**src/rtl/adc_scan_averager.sv**
```systemverilog
// Scans LTC2308 channels, re-attributes each pipelined result to its channel and box-car averages 2^AVG_LOG2 samples.
// Latency: avg_valid one cycle after the frame end of the last sample; rd_data is a same-cycle register-file read.
module adc_scan_averager #(
  parameter int NUM_CHAN     = 8,
  parameter int FRAME_CYCLES = 20,
  parameter int AVG_LOG2     = 2,
  parameter int CHAN_LAG     = 1
) (
  input  logic        clk,
  input  logic        reset_n,
  input  logic        enable,
  output logic [2:0]  chan,
  input  logic [11:0] adc_result,
  output logic        avg_valid,
  output logic [2:0]  avg_chan,
  output logic [11:0] avg_data,
  input  logic [2:0]  rd_chan,
  output logic [11:0] rd_data
);

  localparam int FCW = (FRAME_CYCLES > 1) ? $clog2(FRAME_CYCLES) : 1;
  localparam int PCW = (CHAN_LAG > 1) ? $clog2(CHAN_LAG) : 1;
  localparam int AW  = 12 + AVG_LOG2;
  localparam int CW  = AVG_LOG2 + 1;
  localparam logic [FCW-1:0] FRAME_LAST = FCW'(FRAME_CYCLES - 1);
  localparam logic [PCW-1:0] PRIME_LAST = PCW'(CHAN_LAG - 1);
  localparam logic [CW-1:0]  CNT_LAST   = CW'((1 << AVG_LOG2) - 1);
  localparam logic [2:0]     CHAN_LAST  = 3'(NUM_CHAN - 1);

  typedef enum logic [1:0] {ST_IDLE, ST_PRIME, ST_SCAN} state_t;

  state_t           r_state;
  state_t           w_next_state;
  logic [FCW-1:0]   r_frame_cnt;
  logic [PCW-1:0]   r_prime_cnt;
  logic [2:0]       r_chan;
  logic [2:0]       r_hist [CHAN_LAG];
  logic [AW-1:0]    r_acc [8];
  logic [CW-1:0]    r_cnt [8];
  logic [11:0]      r_regfile [8];
  logic             r_avg_valid;
  logic [2:0]       r_avg_chan;
  logic [11:0]      r_avg_data;

  logic             w_frame_end;
  logic [2:0]       w_owner;
  logic [AW-1:0]    w_sum;
  logic [11:0]      w_avg;
  logic             w_last;

  assign w_frame_end = (r_state != ST_IDLE) && (r_frame_cnt == FRAME_LAST);
  // Oldest history entry is the channel whose conversion is being read out now.
  assign w_owner     = r_hist[CHAN_LAG-1];
  assign w_sum       = r_acc[w_owner] + AW'(adc_result);
  assign w_avg       = 12'(w_sum >> AVG_LOG2);
  assign w_last      = (r_cnt[w_owner] == CNT_LAST);

  always_ff @(posedge clk or negedge reset_n) begin
    if (!reset_n) r_state <= ST_IDLE;
    else          r_state <= w_next_state;
  end

  always_comb begin
    w_next_state = r_state;
    if (!enable) begin
      w_next_state = ST_IDLE;
    end else begin
      case (r_state)
        ST_IDLE:  w_next_state = ST_PRIME;
        ST_PRIME: if (w_frame_end && (r_prime_cnt == PRIME_LAST)) w_next_state = ST_SCAN;
        default:  w_next_state = r_state;
      endcase
    end
  end

  always_ff @(posedge clk or negedge reset_n) begin
    if (!reset_n) begin
      r_chan      <= '0;
      r_frame_cnt <= '0;
      r_prime_cnt <= '0;
      r_avg_valid <= 1'b0;
      r_avg_chan  <= '0;
      r_avg_data  <= '0;
      for (int i = 0; i < CHAN_LAG; i++) r_hist[i] <= '0;
      for (int i = 0; i < 8; i++) begin
        r_acc[i]     <= '0;
        r_cnt[i]     <= '0;
        r_regfile[i] <= '0;
      end
    end else begin
      r_avg_valid <= 1'b0;
      if (!enable) begin
        // Partial averages are dropped; channel pointer and published results survive.
        r_frame_cnt <= '0;
        r_prime_cnt <= '0;
        for (int i = 0; i < CHAN_LAG; i++) r_hist[i] <= '0;
        for (int i = 0; i < 8; i++) begin
          r_acc[i] <= '0;
          r_cnt[i] <= '0;
        end
      end else begin
        if (r_state == ST_IDLE || w_frame_end) r_frame_cnt <= '0;
        else                                   r_frame_cnt <= r_frame_cnt + 1'b1;

        if (w_frame_end) begin
          r_chan <= (r_chan == CHAN_LAST) ? 3'd0 : r_chan + 3'd1;
          for (int i = CHAN_LAG - 1; i > 0; i--) r_hist[i] <= r_hist[i-1];
          r_hist[0] <= r_chan;
          if (r_state == ST_PRIME) r_prime_cnt <= r_prime_cnt + 1'b1;
          if (r_state == ST_SCAN) begin
            if (w_last) begin
              r_avg_valid        <= 1'b1;
              r_avg_chan         <= w_owner;
              r_avg_data         <= w_avg;
              r_regfile[w_owner] <= w_avg;
              r_acc[w_owner]     <= '0;
              r_cnt[w_owner]     <= '0;
            end else begin
              r_acc[w_owner] <= w_sum;
              r_cnt[w_owner] <= r_cnt[w_owner] + 1'b1;
            end
          end
        end
      end
    end
  end

  assign chan      = r_chan;
  assign avg_valid = r_avg_valid;
  assign avg_chan  = r_avg_chan;
  assign avg_data  = r_avg_data;
  assign rd_data   = (int'(rd_chan) < NUM_CHAN) ? r_regfile[rd_chan] : 12'd0;

endmodule
```
**config.mk**
```make
export PLATFORM = sky130hd
export DESIGN_NAME = adc_scan_averager
export DESIGN_NICKNAME = d
export VERILOG_FILES = /design/src/rtl/adc_scan_averager.sv
export SDC_FILE = /design/constraint.sdc
export NUM_CORES = 1
export LEC_CHECK = 0
export BUFFER_PORTS_ARGS = -buffer_cell sky130_fd_sc_hd__buf_2
export CAP_MARGIN = 20
export CORE_MARGIN = 3
export CORE_UTILIZATION = 35
export CTS_CLUSTER_DIAMETER = 200
export DETAILED_ROUTE_END_ITERATION = 10
export GPL_ROUTABILITY_DRIVEN = 0
export PLACE_DENSITY = 0.59
export SLEW_MARGIN = 20
export SYNTH_ARGS = -nofsm -noshare
export SYNTH_HDL_FRONTEND = slang
export SYNTH_SLANG_ARGS = --single-unit
```
**constraint.sdc**
```tcl
create_clock -name clk -period 4.3 [get_ports clk]
set_input_delay 0.645 -clock clk [delete_from_list [all_inputs] [get_ports clk]]
set_output_delay 0.645 -clock clk [all_outputs]
set_load 0.1 [all_outputs]
```
==> impl_metrics.json <==
{
  "drive_above_1_share": 0.189,
  "placed_area_um2": 12900,
  "nets": 1227,
  "cp.buffers_inverters": 3,
  "power_w": 0.00501,
  "clock_power_share": 0.469,
  "fmax_ghz": 0.247,
  "grt_max_degree": 116,
  "async_reset_ff_frac": 1.00,
  "synth_commonest_cells": "dfrtp_1, nand2_1, o21ai_0",
  "fin_crit_ns": 4.04,
  "fp.coreArea_um2": 33700,
  "antenna_found_initial": 1,
  "crit_start": "r_hist[2]",
  "vias": 9089,
  "grt_pass1_wl_um": 54200,
  "drtPass1Iterations": 5,
  "holdCritPathClass": "in2async",
  "yosysWarnings": 0,
  "slew_viol_final": 0,
  "rsz0062_at_grt": "false",
  "routed_wl_um": 34200,
  "synth_edf_count": 0,
  "relSlewSlack": 0.387,
  "period_share": 0.940,
  "postSynthCellCount": 1138,
  "drt-initial-drc-count": 775,
  "rrSetupSlack_ns": 0.26,
  "grt_usage": 0.189,
  "worst_path_most_repeated_cell": "buf_4",
  "required_ns": 4.72,
  "ir_worst_vdd_uv": 263,
  "cap_viol_max_count": 0,
  "switching_power_w": 0.00112,
  "path_class": "reg2reg",
  "cts.sinks": 262,
  "hold_viol_final": 0,
  "fin_area_um2": 13800,
  "fin_worst_skew_ns": 0.0215,
  "clk_latency_ns": 0.55,
  "start_util": 0.357,
  "num_io_pins": 49,
  "synth_seq_cells": 262,
  "cts_resized": 0,
  "area_growth_pct": 15.0,
  "syn-cell-area_um2": 12000,
  "syn_area_per_cell_um2": 10.6,
  "crit_slowest_cell": "dfrtp_1",
  "fp-row-count": 67,
  "antenna_cells": 0,
  "setup_tns_ns": 0,
  "internal_power_w": 0.00389,
  "postRouteAntennaNets": 0,
  "cp_max_fo": 14,
  "yosys.area.top_type_share": 0.545,
  "die_h_um": 191,
  "endpoint_kind": "flop",
  "synth_area_leader_cell": "dfrtp_1",
  "ctsHoldBuffers": 0,
  "synthMostInstantiatedCell": "dfrtp_1",
  "root_buffer": "clkbuf_16",
  "setup_viol": 0,
  "portBuffers": 48,
  "via_per_inst": 5.49,
  "ys_types": 64,
  "fillerInstances": 3310,
  "clkTransAtPathRegs_ns": 0.06,
  "rr_startpoint": "r_hist[2]",
  "ys_seq_area_frac": 0.545,
  "syn_nets": 1174,
  "crit_chain": "buf_4 -> and3b_1 -> buf_4 -> a22oi_1 -> nand4_1 -> ha_1 -> and2_4 -> a221oi_2 -> nand2_1 -> a31oi_1 -> o211a_2 -> nor2_1 -> buf_4 -> mux2_2",
  "critPathLaunchType": "flop",
  "routedWlPerCell_um": 20.7,
  "cts_buffers": 28,
  "crit_arrival_ns": 4.46,
  "yosys-top-cells-area": "dfrtp_1, nand2_1, o21ai_0",
  "critPathMaxStageDelay_ns": 0.53,
  "switching_share": 0.224,
  "die-width_um": 191,
  "clk_path_buf_depth": 3,
  "cts_tree": "done",
  "dp_hpwl_um": 22600,
  "ys.flop_type": "dfrtp_1",
  "post_cts_buffers": 0,
  "power_density_nw_per_um2": 363,
  "status": "finished, final reports clean",
  "placed_cells": 1609,
  "whs_ns": 0.175,
  "grt_pass1_vias": 9132,
  "leakagePower_nw": 6.19,
  "pwr-share-seq": 0.492,
  "gr-total-overflow": 0,
  "layoutNonFillerInstCount": 1657,
  "worst_pin_slew_ns": 0.920,
  "die_area_um2": 36600,
  "critPathTopFamily": "compound AO/OA/AOI/OAI gates",
  "combPwrFrac": 0.038,
  "drcViolationCount": 0,
  "h-tree-depth": 1
}
[registers in the layout (all words and copies together) (netlist names), 3 cells and up]
| name | cells |
|---|---|
| r_acc | 112 |
| avg_data | 12 |
| avg_chan | 3 |
| r_hist | 3 |
| r_frame_cnt | 5 |
| r_regfile | 96 |
| r_cnt | 24 |
| chan | 3 |
[cell type report]
class | instances | area (um^2) | area share
clock buffers | 44 | 872 | 0.0631
clock inverters | 4 | 23.8 | 0.00172
inverters | 6 | 22.5 | 0.00163
multi-input cells | 795 | 5130 | 0.371
flip-flops and latches | 262 | 6560 | 0.474
well taps | 448 | 561 | 0.0405
repair buffers | 98 | 663 | 0.0480
[power groups by stage]
stage          clock network [W]  registers [W]  logic [W]
6_report                 0.00235        0.00247   0.000193
5_1_grt                  0.00250        0.00247   0.000212
4_1_cts                  0.00241        0.00247   0.000197
3_5_place_dp                   0        0.00251   0.000196
3_3_place_gp                   0        0.00251   0.000197
2_1_floorplan                  0        0.00251  0.0000804
[kinds of logic (layout without fill, tap and decap cells)]
| logic type | after synthesis | in the layout | synth area share |
|---|---|---|---|
| AOI/OAI and AO/OA | 324 | 324 | 0.169 |
| xor gates and xnor gates | 14 | 14 | 0.0108 |
| adders and majority gates | 18 | 18 | 0.0194 |
| buffers and inverters | 81 | 152 | 0.0286 |
| DFF | 262 | 262 | 0.545 |
| muxes | 64 | 64 | 0.0848 |
| and+or+nand+nor | 375 | 375 | 0.142 |
[worst register-to-register path, stage by stage, from the launching register on]
cell      delay [ns]
dfrtp_1         0.53
buf_4           0.26
and3b_1         0.25
buf_4           0.22
a22oi_1         0.24
nand4_1         0.13
ha_1            0.37
and2_4          0.19
a221oi_2        0.30
nand2_1         0.13
a31oi_1         0.39
o211a_2         0.37
nor2_1          0.07
buf_4           0.20
mux2_2          0.27
[through the flow]
step	worst slack [ns]	utilization
floorplan	0.559	-
global placement	0.430	0.384
detailed placement	0.318	0.384
CTS	0.302	0.410
global route	0.0408	0.410
finish	0.257	0.410
[layout by cell type (no fill, tap or decap), drive strengths merged, types with 2 or more instances in the layout]
cell type / instances
o22ai: 5
nor2b: 24
nand3b: 2
clkbuf: 44
a22oi: 55
ha: 17
a21o: 5
or3: 3
nand2: 233
a21oi: 21
dfrtp: 262
o21a: 3
or2: 3
and3: 2
mux4: 27
and2: 13
buf: 98
nor2: 30
mux2: 33
xnor2: 8
nand2b: 2
a211oi: 3
nor3: 13
inv: 6
mux2i: 4
xor2: 6
nand3: 21
a22o: 25
a221oi: 2
a21boi: 24
nor3b: 2
or3b: 2
or4: 8
o21ai: 174
nand4: 14
clkinv: 4
[layer usage]
layer / GRT usage / wire length, um / share of wire
met1: 0.271 / 15700 / 0.46
met2: 0.292 / 15400 / 0.45
met3: 0.0350 / 2050 / 0.060
met4: 0.0587 / 1130 / 0.033
met5: 0 / 14 / 0.00041
[path summary, 6_finish.rpt]
kind / end / cells after the start
worst min register to register: r_frame_cnt[0] / 1
worst max register to register: r_regfile[91] / 14
min in group clk: r_frame_cnt[0] / 1
worst max-delay path: r_regfile[91] / 14
max in group asynchronous: r_hist[1] / 2
worst min-delay path: r_regfile[5] / 1
No activity file was read; power rests on OpenSTA's default activity.
